===== src/rtl/uart_txfifo.sv =====
// Transmit byte queue for the uart: power-of-two circular FIFO filled from the CPU bus,
// drained one byte at a time into the transmitter whenever it reports idle.
module uart_txfifo #(
    parameter int DEPTH_LOG2 = 4
) (
    input  logic                  clk,
    input  logic                  reset,
    input  logic                  wr,
    input  logic [7:0]            wr_data,
    output logic                  full,
    output logic                  empty,
    output logic [DEPTH_LOG2:0]   count,
    output logic                  overflow,
    input  logic                  clr_overflow,
    output logic                  uart_wr,
    output logic [7:0]            uart_data,
    input  logic                  uart_busy
);
    localparam int DEPTH = 1 << DEPTH_LOG2;
    localparam logic [DEPTH_LOG2:0] FULL_CNT = (DEPTH_LOG2+1)'(DEPTH);
    localparam logic [DEPTH_LOG2:0] PTR_ONE  = (DEPTH_LOG2+1)'(1);

    typedef enum logic [1:0] {S_IDLE, S_ISSUE, S_WAIT} state_t;

    logic [7:0]          r_mem [DEPTH];
    logic [DEPTH_LOG2:0] r_wptr, r_rptr;
    logic [DEPTH_LOG2:0] w_count;
    logic                w_full, w_empty, w_push, w_drop, w_pop;
    logic                r_overflow, r_uart_wr;
    logic [7:0]          r_uart_data;
    state_t              r_state, w_state_nxt;

    // One extra pointer bit distinguishes full from empty when the indices match.
    assign w_count = r_wptr - r_rptr;
    assign w_full  = (w_count == FULL_CNT);
    assign w_empty = (w_count == '0);
    assign w_push  = wr & ~w_full;
    assign w_drop  = wr & w_full;

    always_comb begin
        w_state_nxt = r_state;
        w_pop       = 1'b0;
        unique case (r_state)
            S_IDLE: begin
                if (!w_empty && !uart_busy) begin
                    w_pop       = 1'b1;
                    w_state_nxt = S_ISSUE;
                end
            end
            S_ISSUE: w_state_nxt = S_WAIT;
            S_WAIT:  if (!uart_busy) w_state_nxt = S_IDLE;
            default: w_state_nxt = S_IDLE;
        endcase
    end

    always_ff @(posedge clk) begin
        if (reset) begin
            r_state <= S_IDLE;
        end else begin
            r_state <= w_state_nxt;
        end
    end

    always_ff @(posedge clk) begin
        if (w_push) r_mem[r_wptr[DEPTH_LOG2-1:0]] <= wr_data;
    end

    always_ff @(posedge clk) begin
        if (reset) begin
            r_wptr      <= '0;
            r_rptr      <= '0;
            r_overflow  <= 1'b0;
            r_uart_wr   <= 1'b0;
            r_uart_data <= 8'h00;
        end else begin
            if (w_push) r_wptr <= r_wptr + PTR_ONE;
            if (w_pop) begin
                r_rptr      <= r_rptr + PTR_ONE;
                r_uart_data <= r_mem[r_rptr[DEPTH_LOG2-1:0]];
            end
            // Strobe is high exactly while the FSM sits in ISSUE.
            r_uart_wr <= w_pop;
            if (w_drop)            r_overflow <= 1'b1;
            else if (clr_overflow) r_overflow <= 1'b0;
        end
    end

    assign full      = w_full;
    assign empty     = w_empty;
    assign count     = w_count;
    assign overflow  = r_overflow;
    assign uart_wr   = r_uart_wr;
    assign uart_data = r_uart_data;
endmodule

===== config.mk =====
export PLATFORM = sky130hd
export DESIGN_NAME = uart_txfifo
export DESIGN_NICKNAME = d
export VERILOG_FILES = /design/src/rtl/uart_txfifo.sv
export SDC_FILE = /design/constraint.sdc
export NUM_CORES = 1
export LEC_CHECK = 0
export CAP_MARGIN = 0
export CORE_ASPECT_RATIO = 0.9
export CORE_MARGIN = 2
export CORE_UTILIZATION = 30
export CTS_CLUSTER_DIAMETER = 200
export DETAILED_ROUTE_END_ITERATION = 7
export PLACE_DENSITY = 0.53
export REMOVE_ABC_BUFFERS = 1
export SLEW_MARGIN = 20
export SYNTH_ARGS = -nofsm -noshare
export SYNTH_HDL_FRONTEND = slang
export SYNTH_SLANG_ARGS = --single-unit

===== constraint.sdc =====
create_clock -name clk -period 4.17 [get_ports clk]
set_input_delay 0.834 -clock clk [delete_from_list [all_inputs] [get_ports clk]]
set_output_delay 0.834 -clock clk [all_outputs]
set_load 0.02 [all_outputs]

==> results of run 1 <==
[synthesized netlist by cell type (2+ instances only)]
library cell	count	area, um2
a21oi_1	17	85.1
and3_1	13	81.3
buf_2	4	20.0
buf_4	4	30.0
buf_6	3	33.8
clkbuf_1	5	18.8
dfxtp_1	22	440
edfxtp_1	128	3840
ha_1	9	113
inv_1	7	26.3
mux2_1	2	22.5
mux2_2	3	33.8
mux2i_1	2	20.0
mux4_2	32	721
nand2_1	7	26.3
nand2b_1	3	18.8
nand3_1	2	10.0
nand3b_1	3	22.5
nor2_1	9	33.8
nor2b_1	8	50.1
nor3_1	3	15.0
nor3b_1	3	22.5
o21ai_0	13	65.1
o22ai_1	14	87.6
or3_1	4	25.0
or4_1	8	60.1
xor2_1	2	17.5
[cell type report]
class	instances	area, um2
Fill cell	1868	12700
Sequential cell	150	4290
Multi-Input combinational cell	171	1690
Clock buffer	20	437
Timing Repair Buffer	36	343
Tap cell	255	319
Clock inverter	12	149
Inverter	7	26.3
[how the worst min path moves through the flow]
stage,depth (start not counted),end,slack (ns),from
floorplan,2,r_state[1],0.45,r_state[0]
finish,2,uart_data[7],0.48,uart_data[7]
CTS,2,uart_data[7],0.48,uart_data[7]
global placement,2,r_state[1],0.46,r_state[0]
detailed placement,2,uart_data[7],0.47,uart_data[7]
global route,2,uart_data[0],0.50,uart_data[0]
[critical path: cells and delay by family (launching register included)]
kind,cells,cell delay [ns]
compound gates,1,0.29
fa+ha+maj,2,0.68
buf+inv,3,0.84
flops,1,0.40
simple gates,2,0.45
[sequential cells by signal, summed over array words and instances (netlist names)]
register,cells
r_mem,128
uart_data,8
r_rptr,5
r_wptr,5
r_state,2
overflow,1
uart_wr,1
[routing by layer]
layer,wire (um),vias to the layer above,global-route usage
li1,-,1469,-
met1,5910,1666,0.162
met2,6270,49,0.198
met3,474,9,0.0364
met4,101,0,0.0336
met5,0,-,0
[power by group through the flow]
stage	clock network (W)	logic (W)	registers (W)
after floorplan	0	0.000643	0.00191
after global placement	0	0.00121	0.00180
after global routing	0.00163	0.00131	0.00178
final	0.00154	0.00121	0.00177
after detailed placement	0	0.00122	0.00180
after CTS	0.00157	0.00123	0.00177
[per-stage QoR]
| step | total power (W) | hold WS, ns | util |
|---|---|---|---|
| after global placement | 0.00300 | 0.464 | 0.333 |
| after CTS | 0.00456 | 0.478 | 0.363 |
| final | 0.00452 | 0.475 | 0.363 |
| after detailed placement | 0.00302 | 0.471 | 0.333 |
| after global routing | 0.00471 | 0.499 | 0.363 |
| after floorplan | 0.00255 | 0.447 | - |
[placed cells by master (no fill, tap or decap), types with 8 or more instances in the layout]
| cell | instances |
|---|---|
| edfxtp_1 | 128 |
| mux4_2 | 32 |
| clkdlybuf4s50_1 | 29 |
| dfxtp_1 | 21 |
| a21oi_1 | 17 |
| clkbuf_16 | 17 |
| o22ai_1 | 14 |
| and3_1 | 13 |
| o21ai_0 | 13 |
| nor2_1 | 9 |
| ha_1 | 9 |
| nor2b_1 | 8 |
| or4_1 | 8 |
[cell families (layout without fill, tap and decap cells)]
logic type,after synthesis,after routing,synth area share
buffers and inverters,24,75,0.0217
xor gates and xnor gates,3,3,0.00554
muxes,39,39,0.131
adders and majority gates,10,10,0.0217
DFF,150,150,0.702
AOI/OAI and AO/OA,49,49,0.0490
and+or+nand+nor,70,70,0.0697
==> flow_metrics.tcl, run 1 <==
set metrics [dict create \
    start_kind "register" \
    status "finished clean" \
    pin_count 30 \
    io_buffers 29 \
    rsz0062_at_grt "false" \
    clk_pin_slew_ns 0.06 \
    async_reset_ff_frac 0 \
    die_w_um 154 \
    num_vias 3193 \
    grt_pass1_vias 3222 \
    sw_frac_of_total 0.290 \
    crit_path_end "full" \
    ir_worst_vdd_uv 331 \
    setup_violations 0 \
    ys_warn_count 0 \
    fin_crit_ns 3.91 \
    antenna_left 0 \
    power_frac_comb 0.268 \
    timing.rr.start "r_wptr[0]" \
    worst-setup-path-type "register to output pin" \
    grt_use_total 0.123 \
    antenna_found_initial 0 \
    cp_slowest_cell "clkdlybuf4s50_1" \
    start_util 0.305 \
    ys_seq_area_frac 0.702 \
    r2r-end "r_mem[7][1]" \
    vias_per_cell 4.90 \
    crit_chain "inv_1 > ha_1 > inv_1 > fa_1 > nor3b_1 > nand4b_2 > a211oi_4 > clkdlybuf4s50_1" \
    drt-total-wl_um 12800 \
    drc 0 \
    drtIter0Drc 292 \
    ctsHoldBuffers 0 \
    max_freq_mhz 256 \
    postSynthAreaPerCell_um2 17.7 \
    final_cell_area_um2 7250 \
    dieHeight_um 139 \
    critPathLaunch "r_wptr[0]" \
    crit_top_cell "inv_1" \
    grt_max_degree 36 \
    crit_required_ns 3.34 \
    endpoint_kind "output pin" \
    cts_root_buf "clkbuf_16" \
    crit_fanout 5 \
    drv_cap 0 \
    netlist_area_um2 6100 \
    hpwl_um 7830 \
    leakagePower_nw 2.33 \
    hold_viol 0 \
    setup_slack_ns 0.264 \
    numCtsBuffers 17 \
    drive_gt1_frac 0.194 \
    pre_cts_slack_ns 0.729 \
    cts_tree "built" \
    grt_pass1_wl_um 19100 \
    hp-class "register to register" \
    synth.distinct_cells 42 \
    p_int_w 0.00321 \
    setup_tns_ns 0 \
    place_inst 619 \
    cts_buffer_depth 2 \
    synth_edf_count 128 \
    nets 406 \
    netlist_instances 345 \
    reg2reg_slack_ns 0.90 \
    area_delta_synth_final_pct 18.7 \
    final_cell_count_no_fill 651 \
    place.gp.congestion 0.756 \
    power_density_nw_per_um2 623 \
    tightestPinTransition_ns 1.10 \
    die_area_um2 21500 \
    cp.arrival_ns 3.07 \
    h-tree-depth 4 \
    clock_sinks 150 \
    overflow 0 \
    p_clk_frac 0.340 \
    r2r_cells 10 \
    final-max-slew-violation-count 0 \
    cts_setup_buffers 0 \
    ys_ff_latch 150 \
    rows 49 \
    core_um2 20000 \
    max_stage_delay_ns 0.64 \
    slew_headroom 0.263 \
    firstDrtPassIters 4 \
    seq_power_share 0.391 \
    power.switching_w 0.00131 \
    placed_area_um2 6660 \
    wl_per_cell_um 19.6 \
    period_share 0.937 \
    clkLatencyLatePin_ns 0.42 \
    finalClockSkew_ns 0.00642 \
    synth_flop_cell "edfxtp_1" \
    diodes 0 \
    cts_resized 0 \
]
Note: power is estimated with default switching activity, not from simulation.
==> inputs of run 2 (changes only) <==
- HOLD_SLACK_MARGIN: default -> 0.08
==> results of run 2 <==
Same layout as run 1: the final DEF is identical, and so are final timing and power.
